--- src/rtl/id_ex_stage_if.sv ---
// ID/EX stage bus: decoded ID fields, MEM/WB forwarding sources, pipeline
// control and the EX-side results (ALU operands, EX control, hazard stall).
//   master : pipeline control / ID side (drives ID fields, MEM/WB, stall, flush)
//   slave  : id_ex_stage (drives alu_a/alu_b/alu_op, ex_*, hz_stall)
interface id_ex_stage_if #(
  parameter int unsigned DW = 32,
  parameter int unsigned RW = 5
);
  logic          stall;
  logic          flush;
  logic          id_valid;
  logic [RW-1:0] id_rs;
  logic [RW-1:0] id_rt;
  logic [RW-1:0] id_wdst;
  logic          id_use_rs;
  logic          id_use_rt;
  logic [DW-1:0] id_rs_data;
  logic [DW-1:0] id_rt_data;
  logic [15:0]   id_imm;
  logic [4:0]    id_shamt;
  logic [3:0]    id_alu_op;
  logic          id_alu_src;
  logic          id_shift_src;
  logic          id_sign_ext;
  logic          id_reg_write;
  logic          id_mem_read;
  logic          mem_reg_write;
  logic [RW-1:0] mem_wdst;
  logic [DW-1:0] mem_result;
  logic          wb_reg_write;
  logic [RW-1:0] wb_wdst;
  logic [DW-1:0] wb_result;
  logic [DW-1:0] alu_a;
  logic [DW-1:0] alu_b;
  logic [3:0]    alu_op;
  logic          ex_valid;
  logic          ex_reg_write;
  logic          ex_mem_read;
  logic [RW-1:0] ex_wdst;
  logic [DW-1:0] ex_rt_fwd;
  logic          hz_stall;

  modport master (
    output stall, flush, id_valid, id_rs, id_rt, id_wdst, id_use_rs, id_use_rt,
           id_rs_data, id_rt_data, id_imm, id_shamt, id_alu_op, id_alu_src,
           id_shift_src, id_sign_ext, id_reg_write, id_mem_read,
           mem_reg_write, mem_wdst, mem_result, wb_reg_write, wb_wdst, wb_result,
    input  alu_a, alu_b, alu_op, ex_valid, ex_reg_write, ex_mem_read, ex_wdst,
           ex_rt_fwd, hz_stall
  );

  modport slave (
    input  stall, flush, id_valid, id_rs, id_rt, id_wdst, id_use_rs, id_use_rt,
           id_rs_data, id_rt_data, id_imm, id_shamt, id_alu_op, id_alu_src,
           id_shift_src, id_sign_ext, id_reg_write, id_mem_read,
           mem_reg_write, mem_wdst, mem_result, wb_reg_write, wb_wdst, wb_result,
    output alu_a, alu_b, alu_op, ex_valid, ex_reg_write, ex_mem_read, ex_wdst,
           ex_rt_fwd, hz_stall
  );
endinterface

--- src/rtl/id_ex_stage.sv ---
// ID/EX pipeline register and EX operand network for the 5-stage MIPS core.
// Captures decoded ID fields, builds ALU operands (register data, extended
// immediate, shamt, or forwarded MEM/WB results) and requests an ID hold on
// hazards while inserting a bubble into EX.
// Ports:
//   clk  - clock, all state on rising edge
//   rst  - synchronous active-high reset
//   bus  - id_ex_stage_if.slave: ID fields, MEM/WB sources, stall/flush in;
//          alu_a/alu_b/alu_op, ex_* control, ex_rt_fwd, hz_stall out
// Build option: define FWD_EN for the MEM/WB forwarding network. Without it,
// operands come from captured register data only and every RAW dependency on
// an in-flight producer (EX, MEM or WB) holds ID until the producer retires.
module id_ex_stage #(
  parameter int unsigned DW = 32,
  parameter int unsigned RW = 5
) (
  input logic         clk,
  input logic         rst,
  id_ex_stage_if.slave bus
);

  logic          ex_valid_q;
  logic          ex_reg_write_q;
  logic          ex_mem_read_q;
  logic [RW-1:0] ex_wdst_q;
  logic [3:0]    ex_alu_op_q;
  logic          ex_alu_src_q;
  logic          ex_shift_src_q;
  logic          ex_sign_ext_q;
  logic [DW-1:0] ex_rs_data_q;
  logic [DW-1:0] ex_rt_data_q;
  logic [15:0]   ex_imm_q;
  logic [4:0]    ex_shamt_q;
`ifdef FWD_EN
  logic [RW-1:0] ex_rs_q;
  logic [RW-1:0] ex_rt_q;
`endif

  // True when the ID instruction reads register dst (register 0 never counts).
  function automatic logic id_reads(input logic use_rs, input logic [RW-1:0] rs,
                                    input logic use_rt, input logic [RW-1:0] rt,
                                    input logic [RW-1:0] dst);
    return (dst != '0) && ((use_rs && (rs == dst)) || (use_rt && (rt == dst)));
  endfunction

  logic load_use;
  logic raw_hazard;
  logic hazard;

  always_comb begin
    load_use = bus.id_valid && ex_valid_q && ex_mem_read_q &&
               id_reads(bus.id_use_rs, bus.id_rs, bus.id_use_rt, bus.id_rt, ex_wdst_q);
`ifdef FWD_EN
    raw_hazard = 1'b0;
`else
    raw_hazard = bus.id_valid && (
        (ex_reg_write_q &&
         id_reads(bus.id_use_rs, bus.id_rs, bus.id_use_rt, bus.id_rt, ex_wdst_q)) ||
        (bus.mem_reg_write &&
         id_reads(bus.id_use_rs, bus.id_rs, bus.id_use_rt, bus.id_rt, bus.mem_wdst)) ||
        (bus.wb_reg_write &&
         id_reads(bus.id_use_rs, bus.id_rs, bus.id_use_rt, bus.id_rt, bus.wb_wdst)));
`endif
    hazard = load_use || raw_hazard;
  end

  assign bus.hz_stall = hazard && !bus.flush && !bus.stall;

  logic [DW-1:0] fwd_rs;
  logic [DW-1:0] fwd_rt;
  logic [DW-1:0] ext_imm;
  logic [DW-1:0] op_a;
  logic [DW-1:0] op_b;

  always_comb begin
    fwd_rs = ex_rs_data_q;
    fwd_rt = ex_rt_data_q;
`ifdef FWD_EN
    // MEM is the younger producer, so it is checked before WB.
    if (bus.mem_reg_write && (bus.mem_wdst != '0) && (bus.mem_wdst == ex_rs_q)) begin
      fwd_rs = bus.mem_result;
    end else if (bus.wb_reg_write && (bus.wb_wdst != '0) && (bus.wb_wdst == ex_rs_q)) begin
      fwd_rs = bus.wb_result;
    end
    if (bus.mem_reg_write && (bus.mem_wdst != '0) && (bus.mem_wdst == ex_rt_q)) begin
      fwd_rt = bus.mem_result;
    end else if (bus.wb_reg_write && (bus.wb_wdst != '0) && (bus.wb_wdst == ex_rt_q)) begin
      fwd_rt = bus.wb_result;
    end
`endif
    ext_imm = ex_sign_ext_q ? {{(DW-16){ex_imm_q[15]}}, ex_imm_q}
                            : {{(DW-16){1'b0}}, ex_imm_q};
    op_a    = ex_shift_src_q ? {{(DW-5){1'b0}}, ex_shamt_q} : fwd_rs;
    op_b    = ex_alu_src_q ? ext_imm : fwd_rt;
  end

  // Operands are zeroed for a bubble so the ALU sees a clean NOP.
  assign bus.alu_a        = ex_valid_q ? op_a : '0;
  assign bus.alu_b        = ex_valid_q ? op_b : '0;
  assign bus.ex_rt_fwd    = ex_valid_q ? fwd_rt : '0;
  assign bus.alu_op       = ex_valid_q ? ex_alu_op_q : 4'd0;
  assign bus.ex_valid     = ex_valid_q;
  assign bus.ex_reg_write = ex_reg_write_q;
  assign bus.ex_mem_read  = ex_mem_read_q;
  assign bus.ex_wdst      = ex_wdst_q;

  always_ff @(posedge clk) begin
    if (rst) begin
      ex_valid_q     <= 1'b0;
      ex_reg_write_q <= 1'b0;
      ex_mem_read_q  <= 1'b0;
      ex_wdst_q      <= '0;
      ex_alu_op_q    <= 4'd0;
      ex_alu_src_q   <= 1'b0;
      ex_shift_src_q <= 1'b0;
      ex_sign_ext_q  <= 1'b0;
      ex_rs_data_q   <= '0;
      ex_rt_data_q   <= '0;
      ex_imm_q       <= '0;
      ex_shamt_q     <= '0;
`ifdef FWD_EN
      ex_rs_q        <= '0;
      ex_rt_q        <= '0;
`endif
    end else if (bus.stall) begin
      // Hold everything; a concurrent flush is re-issued by the controller.
    end else if (bus.flush || hazard) begin
      ex_valid_q     <= 1'b0;
      ex_reg_write_q <= 1'b0;
      ex_mem_read_q  <= 1'b0;
      ex_wdst_q      <= '0;
      ex_alu_op_q    <= 4'd0;
    end else begin
      ex_valid_q     <= bus.id_valid;
      // An empty ID slot must never look like a producer downstream.
      ex_reg_write_q <= bus.id_valid && bus.id_reg_write;
      ex_mem_read_q  <= bus.id_valid && bus.id_mem_read;
      ex_wdst_q      <= bus.id_wdst;
      ex_alu_op_q    <= bus.id_alu_op;
      ex_alu_src_q   <= bus.id_alu_src;
      ex_shift_src_q <= bus.id_shift_src;
      ex_sign_ext_q  <= bus.id_sign_ext;
      ex_rs_data_q   <= bus.id_rs_data;
      ex_rt_data_q   <= bus.id_rt_data;
      ex_imm_q       <= bus.id_imm;
      ex_shamt_q     <= bus.id_shamt;
`ifdef FWD_EN
      ex_rs_q        <= bus.id_rs;
      ex_rt_q        <= bus.id_rt;
`endif
    end
  end

endmodule

--- src/flat_wrapper.sv ---
// flat-port wrapper written by rule: the top's interface ports become plain ports
module id_ex_stage_flat 
#(
  parameter int unsigned DW = 32,
  parameter int unsigned RW = 5
)
  (clk, rst, bus_stall, bus_flush, bus_id_valid, bus_id_rs, bus_id_rt, bus_id_wdst, bus_id_use_rs, bus_id_use_rt, bus_id_rs_data, bus_id_rt_data, bus_id_imm, bus_id_shamt, bus_id_alu_op, bus_id_alu_src, bus_id_shift_src, bus_id_sign_ext, bus_id_reg_write, bus_id_mem_read, bus_mem_reg_write, bus_mem_wdst, bus_mem_result, bus_wb_reg_write, bus_wb_wdst, bus_wb_result, bus_alu_a, bus_alu_b, bus_alu_op, bus_ex_valid, bus_ex_reg_write, bus_ex_mem_read, bus_ex_wdst, bus_ex_rt_fwd, bus_hz_stall);
  id_ex_stage_if #(.DW(DW), .RW(RW)) bus_i ();
  input logic clk;
  input logic rst;
  input wire logic [$bits(bus_i.stall)-1:0] bus_stall;
  input wire logic [$bits(bus_i.flush)-1:0] bus_flush;
  input wire logic [$bits(bus_i.id_valid)-1:0] bus_id_valid;
  input wire logic [$bits(bus_i.id_rs)-1:0] bus_id_rs;
  input wire logic [$bits(bus_i.id_rt)-1:0] bus_id_rt;
  input wire logic [$bits(bus_i.id_wdst)-1:0] bus_id_wdst;
  input wire logic [$bits(bus_i.id_use_rs)-1:0] bus_id_use_rs;
  input wire logic [$bits(bus_i.id_use_rt)-1:0] bus_id_use_rt;
  input wire logic [$bits(bus_i.id_rs_data)-1:0] bus_id_rs_data;
  input wire logic [$bits(bus_i.id_rt_data)-1:0] bus_id_rt_data;
  input wire logic [$bits(bus_i.id_imm)-1:0] bus_id_imm;
  input wire logic [$bits(bus_i.id_shamt)-1:0] bus_id_shamt;
  input wire logic [$bits(bus_i.id_alu_op)-1:0] bus_id_alu_op;
  input wire logic [$bits(bus_i.id_alu_src)-1:0] bus_id_alu_src;
  input wire logic [$bits(bus_i.id_shift_src)-1:0] bus_id_shift_src;
  input wire logic [$bits(bus_i.id_sign_ext)-1:0] bus_id_sign_ext;
  input wire logic [$bits(bus_i.id_reg_write)-1:0] bus_id_reg_write;
  input wire logic [$bits(bus_i.id_mem_read)-1:0] bus_id_mem_read;
  input wire logic [$bits(bus_i.mem_reg_write)-1:0] bus_mem_reg_write;
  input wire logic [$bits(bus_i.mem_wdst)-1:0] bus_mem_wdst;
  input wire logic [$bits(bus_i.mem_result)-1:0] bus_mem_result;
  input wire logic [$bits(bus_i.wb_reg_write)-1:0] bus_wb_reg_write;
  input wire logic [$bits(bus_i.wb_wdst)-1:0] bus_wb_wdst;
  input wire logic [$bits(bus_i.wb_result)-1:0] bus_wb_result;
  output wire logic [$bits(bus_i.alu_a)-1:0] bus_alu_a;
  output wire logic [$bits(bus_i.alu_b)-1:0] bus_alu_b;
  output wire logic [$bits(bus_i.alu_op)-1:0] bus_alu_op;
  output wire logic [$bits(bus_i.ex_valid)-1:0] bus_ex_valid;
  output wire logic [$bits(bus_i.ex_reg_write)-1:0] bus_ex_reg_write;
  output wire logic [$bits(bus_i.ex_mem_read)-1:0] bus_ex_mem_read;
  output wire logic [$bits(bus_i.ex_wdst)-1:0] bus_ex_wdst;
  output wire logic [$bits(bus_i.ex_rt_fwd)-1:0] bus_ex_rt_fwd;
  output wire logic [$bits(bus_i.hz_stall)-1:0] bus_hz_stall;
  assign bus_i.stall = bus_stall;
  assign bus_i.flush = bus_flush;
  assign bus_i.id_valid = bus_id_valid;
  assign bus_i.id_rs = bus_id_rs;
  assign bus_i.id_rt = bus_id_rt;
  assign bus_i.id_wdst = bus_id_wdst;
  assign bus_i.id_use_rs = bus_id_use_rs;
  assign bus_i.id_use_rt = bus_id_use_rt;
  assign bus_i.id_rs_data = bus_id_rs_data;
  assign bus_i.id_rt_data = bus_id_rt_data;
  assign bus_i.id_imm = bus_id_imm;
  assign bus_i.id_shamt = bus_id_shamt;
  assign bus_i.id_alu_op = bus_id_alu_op;
  assign bus_i.id_alu_src = bus_id_alu_src;
  assign bus_i.id_shift_src = bus_id_shift_src;
  assign bus_i.id_sign_ext = bus_id_sign_ext;
  assign bus_i.id_reg_write = bus_id_reg_write;
  assign bus_i.id_mem_read = bus_id_mem_read;
  assign bus_i.mem_reg_write = bus_mem_reg_write;
  assign bus_i.mem_wdst = bus_mem_wdst;
  assign bus_i.mem_result = bus_mem_result;
  assign bus_i.wb_reg_write = bus_wb_reg_write;
  assign bus_i.wb_wdst = bus_wb_wdst;
  assign bus_i.wb_result = bus_wb_result;
  assign bus_alu_a = bus_i.alu_a;
  assign bus_alu_b = bus_i.alu_b;
  assign bus_alu_op = bus_i.alu_op;
  assign bus_ex_valid = bus_i.ex_valid;
  assign bus_ex_reg_write = bus_i.ex_reg_write;
  assign bus_ex_mem_read = bus_i.ex_mem_read;
  assign bus_ex_wdst = bus_i.ex_wdst;
  assign bus_ex_rt_fwd = bus_i.ex_rt_fwd;
  assign bus_hz_stall = bus_i.hz_stall;
  id_ex_stage #(.DW(DW), .RW(RW)) u_core (.clk(clk), .rst(rst), .bus(bus_i));
endmodule
--- config.mk ---
export PLATFORM = sky130hd
export DESIGN_NAME = id_ex_stage_flat
export DESIGN_NICKNAME = d
export VERILOG_FILES = /design/src/rtl/id_ex_stage_if.sv /design/src/rtl/id_ex_stage.sv /design/src/flat_wrapper.sv
export SDC_FILE = /design/constraint.sdc
export NUM_CORES = 1
export LEC_CHECK = 0
export ABC_AREA = 1
export CAP_MARGIN = 25
export CORE_AREA = 2 2 124 126
export DETAILED_ROUTE_END_ITERATION = 16
export DIE_AREA = 0 0 126 128
export PLACE_DENSITY = 0.8
export SETUP_SLACK_MARGIN = 0.4
export SLEW_MARGIN = 25
export SYNTH_ARGS = -nofsm -noshare
export SYNTH_HDL_FRONTEND = slang
export SYNTH_SLANG_ARGS = --single-unit
--- constraint.sdc ---
create_clock -name clk -period 5 [get_ports clk]
set_clock_uncertainty 0.15 [all_clocks]
set_input_delay 1.5 -clock clk [delete_from_list [all_inputs] [get_ports clk]]
set_output_delay 1.5 -clock clk [all_outputs]
set_load 0.005 [all_outputs]
== Word level (Yosys, flattened, before mapping) ==
Index checks and enable logic that the tools add are counted.

* $add $sub $neg: 0
* Multipliers: 0
* Divide/modulo/power cells: 0
* Magnitude comparators: 0
* Equal/unequal tests: 6
* Shifts and indexed selects: 0
* Muxes and demuxes: 12
* Bitwise gates (word level): 2
* Reductions and logical operators: 33

{| class="wikitable"
|+ Operators by type and width
! operator !! count
|-
| $mux W32 || 6
|-
| $eq A5 B5 Y1 || 6
|-
| $logic_and A1 B1 Y1 || 20
|-
| $reduce_bool A5 Y1 || 3
|-
| $mux W4 || 2
|-
| $logic_or A1 B1 Y1 || 7
|-
| $mux W5 || 1
|-
| $mux W1 || 3
|-
| $logic_not A1 Y1 || 2
|-
| $not A1 Y1 || 2
|-
| $reduce_and A2 Y1 || 1
|}

* Register bits: 100
* Bits in latches: 0
* Memory bits (writable): 0
* Memory bits (read-only): 0
* Input bits: 192
* Output and inout bits: 109
* Word-level logic and storage cells: 65
* Memories: 0

== Depth between registers and ports, before layout ==
Gate-level depths: netlist (run 1).

* Depth after elaboration: 12
* Mapped depth: 14
* Gate-level depth less buffers: 12

== Worst setup path after synthesis (run 1) ==
No wires, ideal clock.

* Kind: input -> output
* Start: input port bus_id_rs[3]
* End: output port bus_hz_stall
* Data arrival time: 2.552 ns
* Required time: 3.350 ns
* Setup slack: 0.798 ns
* Cell stages on the path: 12
* Path buffers: 2
* Path through: inv_1 -> nand2_1 -> nand2_1 -> nor2_1 -> nand3_1 -> nand2_1 -> nand2_1 -> nand3_1 -> nand2_2 -> buf_4 -> buf_4 -> nor3_1

* Longest elaborated chain between the ends: 11
* Elaborated cells on any way between the ends: 22
* Those cells by class: eq/ne: 3; reduce/logical: 19

{| class="wikitable"
|+ RTL lines
! item !! RTL line !! source
|-
| start: declaration || flat_wrapper.sv:14 || <nowiki>input wire logic [$bits(bus_i.id_rs)-1:0] bus_id_rs;</nowiki>
|-
| $eq A5 B5 Y1 || id_ex_stage.sv:43 || <nowiki>return (dst != '0) && ((use_rs && (rs == dst)) || (use_rt && (rt == dst)));</nowiki>
|-
| $logic_and A1 B1 Y1 || id_ex_stage.sv:43 ||
|-
| $logic_or A1 B1 Y1 || id_ex_stage.sv:43 ||
|-
| $logic_and A1 B1 Y1 || id_ex_stage.sv:43 ||
|-
| $logic_and A1 B1 Y1 (on tied branches) || id_ex_stage.sv:57, id_ex_stage.sv:59 ||
|-
| $logic_or A1 B1 Y1 || id_ex_stage.sv:58 || <nowiki>id_reads(bus.id_use_rs, bus.id_rs, bus.id_use_rt, bus.id_rt, ex_wdst_q)) ||</nowiki>
|-
| $logic_or A1 B1 Y1 || id_ex_stage.sv:60 || <nowiki>id_reads(bus.id_use_rs, bus.id_rs, bus.id_use_rt, bus.id_rt, bus.mem_wdst)) ||</nowiki>
|-
| $logic_and A1 B1 Y1 || id_ex_stage.sv:56 || <nowiki>raw_hazard = bus.id_valid && (</nowiki>
|-
| $logic_or A1 B1 Y1 * || id_ex_stage.sv:64 || <nowiki>hazard = load_use || raw_hazard;</nowiki>
|-
| $logic_and A1 B1 Y1 * (2 in a row) || id_ex_stage.sv:67 || <nowiki>assign bus.hz_stall = hazard && !bus.flush && !bus.stall;</nowiki>
|-
| end: declaration || flat_wrapper.sv:43 || <nowiki>output wire logic [$bits(bus_i.hz_stall)-1:0] bus_hz_stall;</nowiki>
|}

Every way passes the cells marked *; elsewhere a longest branch is shown, timed or not.

== Worst setup path in the final report (run 1) ==
* Start: input port bus_id_rs[1]
* End: output port bus_hz_stall

Same word-level chain as after synthesis.

==> results of run 1 <==
## metal layers
metal | share of wire | global-route usage
met1 | 0.45 | 0.269
met2 | 0.48 | 0.336
met3 | 0.058 | 0.0396
met4 | 0.016 | 0.0692
met5 | 0 | 0
## sequential cells by signal (all words and copies together) (netlist names)
name and flops:
u_core.ex_rs_data_q 32, u_core.ex_rt_data_q 32, u_core.ex_imm_q 16, u_core.bus.ex_wdst 5
u_core.ex_shamt_q 5, u_core.ex_alu_op_q 4, u_core.bus.ex_mem_read 1, u_core.bus.ex_reg_write 1
u_core.bus.ex_valid 1, u_core.ex_alu_src_q 1, u_core.ex_shift_src_q 1, u_core.ex_sign_ext_q 1
## worst register-to-register path: stages, from the launching register on
cell and delay [ps]:
dfxtp_2 420, buf_4 270, a21oi_1 160, o21bai_1 110, inv_1 60, nand2_2 80, nand3_4 100, nand2_8 70
buf_4 680, buf_6 670, nand3_1 220, nand2_1 100, nor2_1 50
## power groups by stage
stage	sequential (uW)	combinational, uW	clock (uW)
after global routing	891	437	704
after floorplan	892	215	0
after detailed placement	903	389	0
final	885	385	649
after CTS	885	387	677
after global placement	900	383	0
## logic make-up after synthesis
group / after synthesis / synth area share
flip-flops: 100 / 0.342
AND/OR/NAND/NOR: 547 / 0.376
AO/OA/AOI/OAI: 130 / 0.112
buffers and inverters: 250 / 0.169
## cells in the mapped netlist, drive strengths merged
library cell  number
inv              183
o21bai             2
nand4              3
clkbuf            39
clkinv             1
buf               27
nand3            107
a21oi            101
dfxtp            100
nand2            222
nor3               1
nor2             214
o21ai             27
## cell type report
class	instances	area (um^2)	share of cell area
Antenna cell	1	2.50	0.000290
Clock buffer	11	243	0.0281
Clock inverter	5	37.5	0.00435
Inverter	184	691	0.0801
Multi-Input combinational cell	677	2910	0.337
Sequential cell	100	2000	0.232
Tap cell	188	235	0.0273
Timing Repair Buffer	250	2510	0.291
## per-stage QoR
stage                util  area (um^2)
CTS                 0.577         8570
global placement    0.559         8310
detailed placement  0.559         8310
floorplan               -         5850
finish              0.580         8620
global route        0.580         8620
## how the worst max path moves through the flow
stage / from / endpoint / slack (ps) / cells after the start
after floorplan: bus_id_rs[3] / bus_hz_stall / 800 / 12
after global placement: bus_id_rs[1] / bus_hz_stall / -110 / 12
after detailed placement: bus_id_rs[3] / bus_hz_stall / -110 / 12
after CTS: bus_wb_wdst[2] / bus_hz_stall / 400 / 12
after global routing: bus_id_rs[2] / bus_hz_stall / 380 / 12
final: bus_id_rs[1] / bus_hz_stall / 550 / 12
## timing repair
action / in CTS / in global routing
gates resized for setup: 22 / 16
hold buffers: 0 / 0
pin swaps: 2 / 7
endpoints found under the setup margin: 1 / 53
==> results by group, run 1 <==
Global route
  • Largest net degree at the start of global routing: 120
  • Remaining global-route overflow: 0
  • GRT Resource Usage Total: 0.204
  • Vias in the first global route: 5686
  • Initial antenna violation count: 1
  • First-pass GRT wire length: 27.5 mm

Synthesis
  • Syn_nets: 1219
  • Synth area leaders: dfxtp_1 (34%), nand2_1 (14%), nor2_1 (14%)
  • YS warnings: 0
  • Sequential area share after synthesis: 0.342
  • Post-Syn Area: 5850 um^2
  • Post-synth top area cell: dfxtp_1
  • Synth cell types: 19
  • #FFs+latches synth: 100
  • Cells after Synth: 1027
  • Synth top area share: 0.342
  • Syn Area/Cell: 5.69 um^2

Setup path
  • Reg2reg setup slack: 1770 ps
  • Critical Path End Type: output port
  • R2R cell count: 12
  • Crit-path leading delay family: simple AND/OR/NAND/NOR gates
  • Delay of the slowest critical-path stage: 330 ps
  • Reg2Reg Launch Point: u_core.bus.ex_valid
  • Worst-path maximum fanout: 5
  • Critical path arrival: 2800 ps
  • CP Launch Type: primary input
  • Crit path cell chain: dlygate4sd2_1, inv_2, nand2_1, nand2_1, nor2_1, nand3_1, nand2_1, nand2_2, nand3_4, nand2_8, nor3_2, buf_2
  • CP dominant cell by count: nand2_1
  • Worst R2R End: u_core.ex_imm_q[2]
  • Slowest-stage cell, CP: dlygate4sd2_1
  • CP Data Required Time: 3350 ps
  • WS Path Type: primary input to output port
  • Buf/Inv on CP: 3

Floorplan
  • Die W: 126 um
  • Site row count: 45
  • Die height: 128 um
  • Core area: 14900 um^2
  • Full die area: 16100 um^2
  • Initial Utilization: 0.393
  • Ports: 301

STA
  • Setup WS post-layout: 552 ps
  • Final hold vios: 0
  • Max-slew headroom: 0.413
  • Peak Freq: 225 MHz
  • Final min period: 4450 ps
  • Setup Viol. Count Final: 0
  • Setup TNS Final: 0 ps
  • Max Slew Vio Count: 0
  • RSZ-0062 raised after global routing: no
  • Tcrit/Tclk final: 0.890
  • Worst-margin pin slew: 881 ps
  • Worst hold margin: 315 ps

Pwr
  • Switching Share: 0.272
  • Leak: 0.00431 uW
  • Cell Int Power: 1400 uW
  • Tot Pwr: 1920 uW
  • Gate power share: 0.201
  • Worst IR Drop VDD: 0.146 mV
  • Seq pwr share: 0.461
  • Clock share of power: 0.338
  • Power Density: 223 nW/um^2
  • NetSw: 521 uW

Drt
  • Drt wl/cell: 12.1 um
  • 1st-pass router iterations: 5
  • DRC viols: 0
  • DR vias: 6520
  • Post-DRT Antenna Nets: 0
  • Drt initial violations: 465
  • Post-Route WL: 17.1 mm
  • Vias per cell: 4.60

Placed design
  • Placed insts: 1399
  • Gpl congestion: 0.867
  • HPWL after detailed placement: 11.9 mm
  • Pre-CTS setup slack: -109 ps
  • Port bufs: 236

Final layout
  • Total Nets Final: 1414
  • # fillers: 1524
  • Most frequent cells in the layout: nand2_1 (218), clkdlybuf4s50_1 (213), nor2_1 (211), inv_1 (167), nand3_1 (106)
  • Most common cell after layout, fill and taps aside: nand2_1
  • Finished Layout Cells: 1416
  • Synthesis-to-finish area growth: 47.5%
  • Layout cells sized above 1: 0.0456

Clocking
  • Postcts setup bufs: 0
  • Clock Pin Slew Worst Setup and Hold Paths: 60 ps
  • Root Buffer: clkbuf_16
  • Num CTS Buffers: 9
  • Clk buf depth: 2
  • TritonCTS clock tree: built
  • H-tree levels: 3
  • Later-pin clock latency in the skew report: 330 ps
  • Clk sink count: 100

Min path
  • Worst hold path type: register to register
  • Hold EP: u_core.ex_alu_op_q[0]
  • Min-delay src: u_core.ex_alu_op_q[0]
  • Hold Path Depth: 2

Job
  • Max_cap viols: 0

Status
  • Outcome: finished, final reports clean
Power figures use the tool's default switching activity.
==> inputs of run 2 (changes only) <==
--- a/config.mk
+++ b/config.mk
@@ -6,12 +6,14 @@
 export NUM_CORES = 1
 export LEC_CHECK = 0
 export ABC_AREA = 1
+export ABC_CLOCK_PERIOD_IN_PS = 5000
 export CAP_MARGIN = 25
 export CORE_AREA = 2 2 124 126
 export DETAILED_ROUTE_END_ITERATION = 16
 export DIE_AREA = 0 0 126 128
 export PLACE_DENSITY = 0.8
 export SETUP_SLACK_MARGIN = 0.4
+export SKIP_LAST_GASP = 1
 export SLEW_MARGIN = 25
 export SYNTH_ARGS = -nofsm -noshare
 export SYNTH_HDL_FRONTEND = slang
==> results of run 2 <==
Final layout, timing and power as in run 1 (identical DEF).
==> inputs of run 3 (changes only) <==
--- a/config.mk
+++ b/config.mk
@@ -11,6 +11,7 @@
 export CORE_AREA = 2 2 124 126
 export DETAILED_ROUTE_END_ITERATION = 16
 export DIE_AREA = 0 0 126 128
+export HOLD_SLACK_MARGIN = 0.06
 export PLACE_DENSITY = 0.8
 export SETUP_SLACK_MARGIN = 0.4
 export SKIP_LAST_GASP = 1
==> results of run 3 <==
Final layout, timing and power as in run 1 (identical DEF).
